$ cat src/rtl/csa_pkg.sv
// Shared definitions for the sequential carry-select adder controller:
// slice width, FSM state encoding and a constant log2 helper.
package csa_pkg;

    localparam int SLICE_W = 4;

    typedef enum logic [1:0] {
        IDLE = 2'd0,
        RUN  = 2'd1,
        DONE = 2'd2
    } state_e;

    function automatic int clog2(input int n);
        int r;
        int v;
        r = 0;
        v = n - 1;
        while (v > 0) begin
            r = r + 1;
            v = v >> 1;
        end
        return r;
    endfunction

endpackage

$ cat src/rtl/select.sv
// 4-bit carry-select slice: both carry-in cases are summed in parallel and the
// real carry-in picks one.
module select
    import csa_pkg::*;
(
    input  logic [SLICE_W-1:0] X,
    input  logic [SLICE_W-1:0] Y,
    input  logic               Cin,
    output logic [SLICE_W-1:0] sum,
    output logic               Cout
);

    logic [SLICE_W:0] res_c0;
    logic [SLICE_W:0] res_c1;

    assign res_c0      = {1'b0, X} + {1'b0, Y};
    assign res_c1      = {1'b0, X} + {1'b0, Y} + (SLICE_W+1)'(1);
    assign {Cout, sum} = Cin ? res_c1 : res_c0;

endmodule

$ cat src/rtl/csa_seq_ctrl.sv
// Multi-cycle WIDTH-bit adder: one carry-select slice is reused nibble by nibble,
// LS nibble first, with the slice carry registered between passes.
module csa_seq_ctrl
    import csa_pkg::*;
#(
    parameter int WIDTH = 16
) (
    input  logic             clk,
    input  logic             rst,
    input  logic             in_valid,
    output logic             in_ready,
    input  logic [WIDTH-1:0] a,
    input  logic [WIDTH-1:0] b,
    input  logic             cin,
    output logic             out_valid,
    input  logic             out_ready,
    output logic [WIDTH-1:0] sum,
    output logic             cout,
    output logic             busy
);

    localparam int NSLICE = WIDTH / SLICE_W;
    localparam int CNT_W  = (clog2(NSLICE) < 1) ? 1 : clog2(NSLICE);
    localparam logic [CNT_W-1:0] CNT_LAST = CNT_W'(NSLICE - 1);

    state_e                   state_q, state_d;
    logic [WIDTH-1:0]         a_sh_q, a_sh_d;
    logic [WIDTH-1:0]         b_sh_q, b_sh_d;
    logic [WIDTH-1:0]         sum_sh_q, sum_sh_d;
    logic                     carry_q, carry_d;
    logic [CNT_W-1:0]         cnt_q, cnt_d;

    logic [SLICE_W-1:0]       nib;
    logic                     nib_cout;
    logic [WIDTH+SLICE_W-1:0] sum_cat;
    logic                     accept;
    logic                     last;

    assign accept  = in_valid && (state_q == IDLE);
    assign last    = (cnt_q == CNT_LAST);
    // New nibble enters at the MSB end; after NSLICE passes the sum is aligned.
    assign sum_cat = {nib, sum_sh_q};

    select u_slice (
        .X    (a_sh_q[SLICE_W-1:0]),
        .Y    (b_sh_q[SLICE_W-1:0]),
        .Cin  (carry_q),
        .sum  (nib),
        .Cout (nib_cout)
    );

    always_ff @(posedge clk or posedge rst) begin
        if (rst) state_q <= IDLE;
        else     state_q <= state_d;
    end

    always_comb begin
        state_d = state_q;
        case (state_q)
            IDLE:    if (accept)    state_d = RUN;
            RUN:     if (last)      state_d = DONE;
            DONE:    if (out_ready) state_d = IDLE;
            default:                state_d = IDLE;
        endcase
    end

    always_comb begin
        in_ready  = (state_q == IDLE);
        out_valid = (state_q == DONE);
        busy      = (state_q == RUN) || (state_q == DONE);
        sum       = (state_q == DONE) ? sum_sh_q : '0;
        cout      = (state_q == DONE) && carry_q;
    end

    always_comb begin
        a_sh_d   = a_sh_q;
        b_sh_d   = b_sh_q;
        sum_sh_d = sum_sh_q;
        carry_d  = carry_q;
        cnt_d    = cnt_q;
        if (accept) begin
            a_sh_d  = a;
            b_sh_d  = b;
            carry_d = cin;
            cnt_d   = '0;
        end else if (state_q == RUN) begin
            a_sh_d   = a_sh_q >> SLICE_W;
            b_sh_d   = b_sh_q >> SLICE_W;
            sum_sh_d = sum_cat[WIDTH+SLICE_W-1:SLICE_W];
            carry_d  = nib_cout;
            if (!last) cnt_d = cnt_q + 1'b1;
        end
    end

    always_ff @(posedge clk or posedge rst) begin
        if (rst) begin
            a_sh_q   <= '0;
            b_sh_q   <= '0;
            sum_sh_q <= '0;
            carry_q  <= 1'b0;
            cnt_q    <= '0;
        end else begin
            a_sh_q   <= a_sh_d;
            b_sh_q   <= b_sh_d;
            sum_sh_q <= sum_sh_d;
            carry_q  <= carry_d;
            cnt_q    <= cnt_d;
        end
    end

endmodule

$ cat config.mk
export PLATFORM = sky130hd
export DESIGN_NAME = csa_seq_ctrl
export DESIGN_NICKNAME = d
export VERILOG_FILES = /design/src/rtl/csa_pkg.sv /design/src/rtl/select.sv /design/src/rtl/csa_seq_ctrl.sv
export SDC_FILE = /design/constraint.sdc
export NUM_CORES = 1
export LEC_CHECK = 0
export BUFFER_PORTS_ARGS = -buffer_cell sky130_fd_sc_hd__buf_2
export CAP_MARGIN = 20
export CELL_PAD_IN_SITES_DETAIL_PLACEMENT = 1
export CELL_PAD_IN_SITES_GLOBAL_PLACEMENT = 2
export CORE_AREA = 2 2 137 72
export DETAILED_ROUTE_END_ITERATION = 16
export DIE_AREA = 0 0 139 74
export GPL_ROUTABILITY_DRIVEN = 0
export GPL_TIMING_DRIVEN = 1
export PLACE_DENSITY_LB_ADDON = 0.1
export SLEW_MARGIN = 20
export SYNTH_ARGS = -nofsm -noshare
export SYNTH_HDL_FRONTEND = slang
export SYNTH_HIERARCHICAL = 1
export SYNTH_SLANG_ARGS = --single-unit
$ cat constraint.sdc
create_clock -name clk -period 2.04 [get_ports clk]
set_input_delay 0.102 -clock clk [delete_from_list [all_inputs] [get_ports clk]]
set_output_delay 0.102 -clock clk [all_outputs]
set_load 0.005 [all_outputs]
======== Word-level counts from Yosys, hierarchy flattened ========
Index checks and enable logic that the tools add are counted.
W data, S select, Z words.
word-level totals
  register bits after elaboration ......... 53
  output and inout bits ................... 20
cells by class
  reductions and logical operators ........ 8
  eq/ne operators ......................... 7
  mux-type cells .......................... 15
  bitwise operators ....................... 1
  add/subtract/negate cells ............... 3
operators with widths
  kind                   number
  $mux W16               5
  $mux W2                6
  $pmux W2 S3            1
  $add A4 B4 Y5          1
  $add A5 B1 Y5 const B  1
  $mux W5                1
  $eq A2 B2 Y1 const B   2
  $ne A2 B1 Y1 const B   2
  $ne A2 B2 Y1 const B   2
  $reduce_and A2 Y1      2
  $reduce_and A3 Y1      1
  $add A2 B1 Y2 const B  1
  $eq A2 B1 Y1 const B   1
  $logic_and A1 B1 Y1    2
  $logic_not A2 Y1       1
  $mux W1                2
  $reduce_bool A2 Y1     1
  $logic_or A1 B1 Y1     1
  $not A1 Y1             1

======== Longest topological paths before layout ========
Gate-level depths: netlist of the first run.
  depth in word-level cells ............... 5
  gate-level depth with buffers ........... 11

======== Cells and area by module ========
The synthesis of the first run kept the hierarchy.
by module, submodules not included
  module        instances  area each (um2)  seq. area each (um2)  cells an instance
  csa_seq_ctrl  1          2498.6           1326.3                221
  select        1          249.0            0.0                   34

======== Least setup slack after synthesis of the first run ========
Ideal clock, no wire load.
  kind .................................... register -> register
  from .................................... reg a_sh_q[0]
  to ...................................... reg carry_q
  arrival time ............................ 2104 ps
  path buffers ............................ 0
  path slack .............................. -140 ps
  cell stages (with the launch flop) ...... 12
  path through ............................ dfrtp_1 -> ha_1 -> inv_1 -> fa_1 -> inv_1 -> ha_1 -> nand2_1 -> or4_1 -> a2bb2oi_1 -> nand3_1 -> mux2i_1 -> o21ai_1
between the ends
  word-level cells in the longest chain between the ends .. 5
ends and longest elaborated chain
  element                 RTL line                    RTL
  from (decl)             csa_seq_ctrl.sv:27          logic [WIDTH-1:0] a_sh_q, a_sh_d;
  from (signal assigned)  csa_seq_ctrl.sv:103         a_sh_q <= a_sh_d;
  $add A4 B4 Y5 *         select.sv:16, select.sv:17
  $add A5 B1 Y5           select.sv:17                assign res_c1 = {1'b0, X} + {1'b0, Y} + (SLICE_W+1)'(1);
  $mux W5 *               select.sv:18                assign {Cout, sum} = Cin ? res_c1 : res_c0;
  net nib_cout            csa_seq_ctrl.sv:34          logic nib_cout;
  $mux W1 *               csa_seq_ctrl.sv:86          end else if (state_q == RUN) begin
  $mux W1 *               csa_seq_ctrl.sv:81          if (accept) begin
  to (signal assigned)    csa_seq_ctrl.sv:106         carry_q <= carry_d;
  to (decl)               csa_seq_ctrl.sv:30          logic carry_q, carry_d;
Mark *: on every way through the listed nets, which the timed path passes. The rest lies on a longest branch. The select of a mux whose other input is x is not followed.
A chain may end at the register's enable or synchronous reset.

======== Worst setup path in the final report of the first run ========
  from .................................... reg b_sh_q[0]
  to ...................................... reg carry_q
between the ends
  word-level cells in the longest chain between the ends .. 5
ends and longest elaborated chain
  element                 RTL line                    RTL
  from (decl)             csa_seq_ctrl.sv:28          logic [WIDTH-1:0] b_sh_q, b_sh_d;
  from (signal assigned)  csa_seq_ctrl.sv:104         b_sh_q <= b_sh_d;
  $add A4 B4 Y5 *         select.sv:16, select.sv:17
  $add A5 B1 Y5           select.sv:17
  $mux W5 *               select.sv:18
  net nib_cout            csa_seq_ctrl.sv:34
  $mux W1 *               csa_seq_ctrl.sv:86
  $mux W1 *               csa_seq_ctrl.sv:81
Marked as above.

==> impl_metrics.json, run 1 <==
{
  "crit_buf_inv": 2,
  "routedWlPerCell_um": 14.0,
  "final_nets": 367,
  "regArea_um2": 1330,
  "powerDensity_nw_per_um2": 1670,
  "dpl.hpwl_um": 4220,
  "hold_viol_final": 6,
  "critPathSlowestCell": "fa_1",
  "grt_pass1_vias": 1995,
  "relSlewSlack_pct": 54.0,
  "yosys.cell_types.count": 30,
  "postRouteAntennaNets": 0,
  "r2r_slack_ns": -0.25,
  "io_pins": 57,
  "violations": "hold timing, setup timing",
  "post_dp_cell_area_um2": 3200,
  "hold_class": "input pin to asynchronous set/reset pin",
  "period_needed_ns": 2.29,
  "cap_violations": 0,
  "die_area_um2": 10300,
  "clockBufferDepth": 2,
  "grt_start_max_net_pins": 69,
  "clkTransAtPathRegs_ns": 0.07,
  "core.rowCount": 25,
  "critPathMaxFanout": 4,
  "place_ws_ns": -0.228,
  "multiInputGateArea_um2": 1330,
  "slowest_delay_ns": 0.42,
  "grt.total_usage_pct": 12.8,
  "syn-num-nets": 304,
  "syn_area_per_cell_um2": 10.8,
  "r2r_start": "b_sh_q[0]$_DFFE_PP0P_",
  "cts_tree": "done",
  "clockRootBuffer": "clkbuf_16",
  "crit_required_ns": 2.26,
  "layout-drive-gt1-share_pct": 29.2,
  "drt_iter0_drc": 69,
  "cp-start-kind": "flip-flop",
  "synth.area.top_cells": "dfrtp_1, mux2i_1, mux2_1",
  "r2r-end": "carry_q$_DFFE_PP0P_",
  "core_area_um2": 9130,
  "via_per_inst": 4.43,
  "async_flop_share_pct": 100,
  "clock_sinks": 53,
  "dr.pass1.iters": 4,
  "cp.arrival_ns": 2.51,
  "synth_edf_count": 0,
  "tns_ns": -0.593,
  "tightest_slew_ns": 0.690,
  "synth.most_common_cell": "dfrtp_1",
  "skew_ns": 0.00549,
  "clk-insertion-delay-late_ns": 0.29,
  "die_height_um": 74,
  "netlist_area_um2": 2750,
  "ir_worst_vdd_uv": 687,
  "worstSetupPathType": "flip-flop to flip-flop",
  "synthFlopType": "dfrtp_1",
  "p_leak_nw": 1.63,
  "hold_buffers": 0,
  "h-tree-depth": 2,
  "fillers": 1057,
  "synth_area_leader_cell": "dfrtp_1",
  "end_kind": "flip-flop",
  "worst_path_most_repeated_cell": "ha_2",
  "path_cells": "ha_2, inv_2, fa_1, inv_1, ha_2, nand2_4, or4_1, a2bb2oi_1, nand3_1, mux2i_1, o21ai_1",
  "status": "complete, but fails checks",
  "cts_buffers": 5,
  "area_growth_pct": 25.3,
  "worst_slack_ns": -0.253,
  "grt_pass1_wl_um": 10300,
  "routed-via-count": 1949,
  "worstRegToRegCells": 11,
  "hold_slack_ns": -0.0113,
  "overflow": 0,
  "fmax_mhz": 436,
  "yosys-top-cells-count": "dfrtp_1, nand2_1, o21ai_1",
  "fp.dieW_um": 139,
  "rsz0062_at_grt": "true",
  "antenna_cells": 0,
  "ys_seq_area_share_pct": 48.3,
  "final_max_slew_viol_count": 0,
  "start_util_pct": 30.1,
  "drt_wl_total_um": 6160,
  "finalCritPeriodShare_pct": 112,
  "syn_inst": 255,
  "port_buffers": 56,
  "synth_top_area_share_pct": 48.3,
  "antenna_found_initial": 0,
  "setup_viol": 3,
  "ys.warnings.count": 6,
  "ys_seq_elements": 53,
  "final_area_um2": 3440,
  "cp_top_family": "adder cells",
  "drc": 0
}
[tightest hold or removal path: stages]
cell and delay [ns]:
buf_2 0.10, inv_2 0.03, buf_4 0.54
[metal layers]
| metal | part of all wire (%) | global-route usage, % |
|---|---|---|
| met3 | 3.6 | 3.73 |
| met2 | 39 | 17.4 |
| met5 | 0 | 0 |
| met4 | 0.91 | 3.70 |
| met1 | 57 | 19.5 |
[state kept, by name (all words and copies together) (netlist names)]
register	cells
state_q	2
a_sh_q	16
carry_q	1
cnt_q	2
b_sh_q	16
sum_sh_q	16
[final cells by class]
cell class	instances	share of cell area, %
Tap cell	121	4.40
Sequential cell	53	38.5
Multi-Input combinational cell	177	38.6
Inverter	10	1.09
Timing Repair Buffer	71	12.3
Clock inverter	2	1.09
Clock buffer	6	4.03
[worst max path at each step]
stage	endpoint	slack [ns]	from	cells past startpoint
after floorplan	carry_q$_DFFE_PP0P_	-0.12	b_sh_q[0]$_DFFE_PP0P_	11
after global placement	carry_q$_DFFE_PP0P_	-0.18	b_sh_q[0]$_DFFE_PP0P_	11
after detailed placement	carry_q$_DFFE_PP0P_	-0.23	b_sh_q[0]$_DFFE_PP0P_	11
after CTS	carry_q$_DFFE_PP0P_	-0.25	b_sh_q[0]$_DFFE_PP0P_	11
after global routing	carry_q$_DFFE_PP0P_	-0.37	b_sh_q[0]$_DFFE_PP0P_	11
final	carry_q$_DFFE_PP0P_	-0.25	b_sh_q[0]$_DFFE_PP0P_	11
[timing repair]
action,in CTS,in global routing
endpoints found under the hold margin,0,0
buffers inserted,1,3
resized for setup,2,5
endpoints found under the setup margin,3,3
pin swaps,1,1
[cells in the final DEF (no fill, tap or decap), drive strengths merged, types with 2 or more instances in the layout]
| cell type | n |
|---|---|
| o21ai | 35 |
| a21oi | 2 |
| o21a | 2 |
| nand2b | 9 |
| inv | 10 |
| clkbuf | 6 |
| nand2 | 38 |
| and2 | 18 |
| mux2 | 18 |
| nor2b | 2 |
| dfrtp | 53 |
| xor2 | 3 |
| ha | 11 |
| nor2 | 2 |
| buf | 71 |
| xnor2 | 3 |
| mux2i | 25 |
[cells by family after synthesis]
| family | after synthesis | share of synthesized area, % |
|---|---|---|
| xor gates and xnor gates | 6 | 1.91 |
| adders and majority gates | 12 | 5.74 |
| buffers and inverters | 25 | 4.96 |
| muxes | 43 | 16.8 |
| AOI/OAI and AO/OA | 44 | 9.38 |
| and+or+nand+nor | 72 | 13.0 |
| DFF | 53 | 48.3 |
[where the power goes]
group          total (mW)  switching (mW)  internal [mW]
clock                1.00           0.388          0.613
combinational        2.85            1.40           1.45
sequential           1.91           0.327           1.58
[per-stage QoR]
step                util (%)  instances  power [mW]  hold slack, ns
floorplan                  -        255        3.81           0.224
global placement        35.0        428        4.54           0.314
detailed placement      35.0        428        4.61           0.316
CTS                     37.2        437        5.71         0.00528
global route            37.7        440        6.26          0.0116
finish                  37.7        440        5.76         -0.0113
No activity file was read; power rests on OpenSTA's default activity.
==> run 2, diff against run 1 <==
CELL_PAD_IN_SITES_DETAIL_PLACEMENT = default   (was 1)
CELL_PAD_IN_SITES_GLOBAL_PLACEMENT = default   (was 2)
CORE_AREA = 2 2 62 123   (was 2 2 137 72)
DIE_AREA = 0 0 64 125   (was 0 0 139 74)
PLACE_DENSITY_LB_ADDON = default   (was 0.1)
==> impl_metrics.json, run 2 (synthesis gave the netlist of run 1 again) <==
{
  "area_growth_pct": 24.5,
  "cp_top_family": "adder cells",
  "die_area_um2": 8000,
  "r2r-end": "carry_q$_DFFE_PP0P_",
  "start_util_pct": 38.7,
  "h-tree-depth": 2,
  "critPathMaxFanout": 3,
  "swShare_pct": 36.1,
  "p_comb_share_pct": 48.3,
  "antenna_found_initial": 0,
  "finalCritPeriodShare_pct": 110,
  "clk-insertion-delay-late_ns": 0.30,
  "skew_ns": 0.00507,
  "routedWlPerCell_um": 13.2,
  "p_leak_nw": 1.63,
  "seq_power_share_pct": 32.6,
  "layout-drive-gt1-share_pct": 29.5,
  "worst_slack_ns": -0.212,
  "r2r_slack_ns": -0.21,
  "r2r_start": "a_sh_q[0]$_DFFE_PP0P_",
  "top_regs": "a_sh_q: 16 flops, b_sh_q: 16 flops, sum_sh_q: 16 flops",
  "hold_slack_ns": -0.0102,
  "fp.dieW_um": 64,
  "routed-via-count": 1948,
  "post_dp_cell_area_um2": 3160,
  "cp-start-kind": "flip-flop",
  "internal_power_mw": 3.69,
  "powerDensity_nw_per_um2": 1690,
  "grt_pass1_wl_um": 9510,
  "finalNonFillerCells": 411,
  "worst_path_most_repeated_cell": "inv_2",
  "crit_required_ns": 2.27,
  "postRouteAntennaNets": 0,
  "overflow": 0,
  "violations": "hold timing, setup timing",
  "worstRegToRegCells": 11,
  "antenna_cells": 0,
  "setup_viol": 2,
  "hold_viol_final": 50,
  "hold_class": "input pin to asynchronous set/reset pin",
  "period_needed_ns": 2.25,
  "cts_buffers": 5,
  "path_cells": "ha_2, inv_2, fa_2, inv_2, ha_4, nand2_4, or4_1, a2bb2oi_1, nand3_1, mux2i_1, o21ai_1",
  "final_common_cell": "buf_2",
  "core_area_um2": 7100,
  "cp.arrival_ns": 2.48,
  "die_height_um": 125,
  "final_max_slew_viol_count": 0,
  "port_buffers": 56,
  "ir_worst_vdd_uv": 858,
  "crit_buf_inv": 2,
  "grt_pass1_vias": 2037,
  "io_pins": 57,
  "slowest_delay_ns": 0.44,
  "power_switching_mw": 2.09,
  "finalPower_mw": 5.78,
  "layout_common_cells": "buf_2, dfrtp_1, nand2_1",
  "worstSetupPathType": "flip-flop to flip-flop",
  "final_nets": 367,
  "tightest_slew_ns": 0.673,
  "final_area_um2": 3420,
  "end_kind": "flip-flop",
  "cap_violations": 0,
  "relSlewSlack_pct": 55.2,
  "critPathSlowestCell": "fa_2",
  "clockBufferDepth": 2,
  "grt.total_usage_pct": 14.9,
  "fmax_mhz": 444,
  "dpl.hpwl_um": 3710,
  "clockRootBuffer": "clkbuf_16",
  "rsz0062_at_grt": "true",
  "via_per_inst": 4.74,
  "core.rowCount": 44,
  "dr.pass1.iters": 4,
  "placed_cells": 400,
  "drt_wl_total_um": 5430,
  "clkTransAtPathRegs_ns": 0.07,
  "status": "complete, but fails checks",
  "cts_tree": "done",
  "fillers": 644,
  "grt_start_max_net_pins": 69,
  "drt_iter0_drc": 95,
  "drc": 0,
  "clock_sinks": 53,
  "clkPwrFrac_pct": 19.1,
  "place_ws_ns": -0.232
}
[run 2: cell types whose count changed in the layout (fill, tap and decap cells not counted), sizes merged]
cell	previous run	this run
buf	71	70
dlygate4sd3	0	1
inv	10	11
clkinvlp	1	0
bufinv	1	2
clkbuf	6	5
[run 2: repair_timing]
action,in CTS,in global routing
hold buffers,1,0
hold endpoints to repair,1,0
endpoints found under the setup margin,3,4
pin swaps,2,2
resized for setup,3,6
buffers inserted,1,1
[run 2: power by group through the flow]
stage | Combinational (mW) | Clock (mW) | Sequential (mW)
5_1_grt | 3.14 | 1.18 | 1.96
3_5_place_dp | 2.61 | 0 | 1.91
3_3_place_gp | 2.53 | 0 | 1.89
6_report | 2.79 | 1.10 | 1.89
4_1_cts | 2.68 | 1.14 | 1.90
2_1_floorplan | 2.00 | 0 | 1.81
[run 2: worst max-delay path by stage]
stage	startpoint	end	slack, ns	depth (start not counted)
finish	a_sh_q[0]$_DFFE_PP0P_	carry_q$_DFFE_PP0P_	-0.21	11
global route	a_sh_q[0]$_DFFE_PP0P_	carry_q$_DFFE_PP0P_	-0.33	11
CTS	a_sh_q[0]$_DFFE_PP0P_	carry_q$_DFFE_PP0P_	-0.20	11
detailed placement	b_sh_q[0]$_DFFE_PP0P_	carry_q$_DFFE_PP0P_	-0.23	11
global placement	b_sh_q[0]$_DFFE_PP0P_	carry_q$_DFFE_PP0P_	-0.14	11
floorplan	b_sh_q[0]$_DFFE_PP0P_	carry_q$_DFFE_PP0P_	-0.12	11
[run 2: worst register-to-register path, delay by kind of cell, from the launching register on]
kind / cells / cell delay [ns]
mux: 1 / 0.07
fa+ha+maj: 3 / 0.78
flops: 1 / 0.38
buf+inv: 2 / 0.13
compound gates: 2 / 0.27
simple gates: 3 / 0.56
[run 2: routing by layer]
metal / wire length [µm] / GRT usage (%) / part of all wire (%) / vias to the layer above
li1: - / - / - / 980
met3: 273 / 3.15 / 5.0 / 8
met2: 2610 / 24.4 / 48 / 49
met4: 121 / 6.91 / 2.2 / 0
met5: 0 / 0 / 0 / -
met1: 2430 / 18.4 / 45 / 911
[run 2: layout make-up]
class | count | area [µm²] | share of cell area [%]
Multi-Input combinational cell | 177 | 1340 | 39.2
Tap cell | 92 | 115 | 3.37
Sequential cell | 53 | 1330 | 38.8
Timing Repair Buffer | 71 | 408 | 11.9
Clock inverter | 3 | 68.8 | 2.01
Inverter | 10 | 37.5 | 1.10
Clock buffer | 5 | 125 | 3.66
[run 2: through the flow]
step / util, % / TNS (ns)
floorplan: - / -0.120
global placement: 44.5 / -0.158
detailed placement: 44.5 / -0.265
CTS: 47.6 / -0.201
global route: 48.2 / -0.549
finish: 48.2 / -0.233
==> run 3, diff against run 2 <==
SKIP_CTS_REPAIR_TIMING = 1   (was default)
==> impl_metrics.json, run 3 (synthesis gave the netlist of run 1 again) <==
{
  "final_common_cell": "buf_2",
  "finalPower_mw": 5.87,
  "tightest_slew_ns": 0.673,
  "dr.pass1.iters": 4,
  "area_growth_pct": 24.3,
  "grt_pass1_vias": 2028,
  "period_needed_ns": 2.36,
  "r2r-end": "carry_q$_DFFE_PP0P_",
  "grt_pass1_wl_um": 9380,
  "r2r_slack_ns": -0.32,
  "port_buffers": 56,
  "routedWlPerCell_um": 13.5,
  "clockRootBuffer": "clkbuf_16",
  "worstSetupPathType": "flip-flop to flip-flop",
  "met2_length_um": 2670,
  "place_ws_ns": -0.232,
  "crit_required_ns": 2.27,
  "critPathMaxFanout": 3,
  "clkTransAtPathRegs_ns": 0.07,
  "worst_path_most_repeated_cell": "inv_2",
  "path_cells": "ha_2, inv_2, fa_2, inv_2, ha_4, nand2_4, a2111oi_1, a2bb2oi_1, nand3_1, mux2i_1, o21ai_1",
  "fmax_mhz": 423,
  "top_regs": "a_sh_q: 16 flops, b_sh_q: 16 flops, sum_sh_q: 16 flops",
  "layout-drive-gt1-share_pct": 29.9,
  "worstRegToRegCells": 11,
  "routed-via-count": 1944,
  "cts_buffers": 5,
  "status": "complete, but fails checks",
  "antenna_cells": 0,
  "die_height_um": 125,
  "r2r_start": "b_sh_q[0]$_DFFE_PP0P_",
  "violations": "hold timing, setup timing",
  "clock_sinks": 53,
  "dpl.hpwl_um": 3710,
  "drt_iter0_drc": 59,
  "drt_wl_total_um": 5550,
  "io_pins": 57,
  "postRouteAntennaNets": 0,
  "final_area_um2": 3420,
  "core_area_um2": 7100,
  "cp.arrival_ns": 2.59,
  "p_leak_nw": 1.64,
  "drc": 0,
  "grt.total_usage_pct": 14.7,
  "met3WireLength_um": 286,
  "ir_worst_vdd_uv": 858,
  "cap_violations": 0,
  "relSlewSlack_pct": 55.1,
  "rsz0062_at_grt": "true",
  "via_per_inst": 4.74,
  "finalCritPeriodShare_pct": 116,
  "final_nets": 366,
  "hold_class": "input pin to asynchronous set/reset pin",
  "clockBufferDepth": 2,
  "die_area_um2": 8000,
  "worst_slack_ns": -0.324,
  "critPathSlowestCell": "a2111oi_1",
  "end_kind": "flip-flop",
  "placed_cells": 400,
  "setup_viol": 2,
  "cp-start-kind": "flip-flop",
  "post_dp_cell_area_um2": 3160,
  "grt_start_max_net_pins": 69,
  "powerDensity_nw_per_um2": 1720,
  "final_max_slew_viol_count": 0,
  "antenna_found_initial": 0,
  "slowest_delay_ns": 0.52,
  "wl_met1_um": 2440,
  "finalNonFillerCells": 410,
  "clk-insertion-delay-late_ns": 0.30,
  "start_util_pct": 38.7,
  "highest_layer": "met4",
  "cts_tree": "done",
  "hold_slack_ns": -0.0100,
  "layout_common_cells": "buf_2, dfrtp_1, nand2_1",
  "core.rowCount": 44,
  "fp.dieW_um": 64,
  "setup.worst_path.end": "carry_q$_DFFE_PP0P_",
  "overflow": 0,
  "skew_ns": 0.00504,
  "hold_viol_final": 51,
  "h-tree-depth": 2,
  "crit_path_start": "b_sh_q[0]$_DFFE_PP0P_"
}
[run 3: where the power goes]
part           internal (mW)  total, mW  switching [mW]
logic                   1.47       2.88            1.41
clock network          0.708       1.11           0.398
registers               1.58       1.89           0.310
[run 3: how the worst min path moves through the flow]
| stage | startpoint | end | cells past startpoint |
|---|---|---|---|
| global placement | b[10] | b_sh_q[10]$_DFFE_PP0P_ | 3 |
| global route | a[11] | a_sh_q[11]$_DFFE_PP0P_ | 3 |
| CTS | b[9] | b_sh_q[9]$_DFFE_PP0P_ | 3 |
| detailed placement | b[9] | b_sh_q[9]$_DFFE_PP0P_ | 3 |
| floorplan | a[0] | a_sh_q[0]$_DFFE_PP0P_ | 2 |
| finish | rst | b_sh_q[4]$_DFFE_PP0P_ | 3 |
[run 3: metal layers]
metal / vias up / global-route usage [%]
met5: - / 0
met2: 59 / 24.0
met4: 0 / 6.78
met1: 895 / 18.4
li1: 979 / -
met3: 11 / 3.06
[run 3: worst max-delay path, delay by kind of cell, from the launching register on]
family	cells	cell delay, ns
compound gates	3	0.77
fa+ha+maj	3	0.78
flops	1	0.38
mux	1	0.07
simple gates	2	0.17
buf+inv	2	0.13
[run 3: cell type report]
| class | instances | area (µm²) |
|---|---|---|
| inverters | 10 | 37.5 |
| well taps | 92 | 115 |
| clock inverters | 3 | 68.8 |
| clock buffers | 5 | 125 |
| repair buffers | 70 | 402 |
| fillers | 642 | 3690 |
| flip-flops and latches | 53 | 1330 |
| multi-input cells | 177 | 1340 |
[run 3: through the flow]
step | setup TNS, ns | util (%) | hold slack [ns]
6_report | -0.399 | 48.1 | -0.0100
3_5_place_dp | -0.265 | 44.5 | 0.314
2_1_floorplan | -0.120 | - | 0.224
4_1_cts | -0.327 | 47.2 | -0.00239
5_1_grt | -0.660 | 48.1 | 0.0140
3_3_place_gp | -0.158 | 44.5 | 0.311
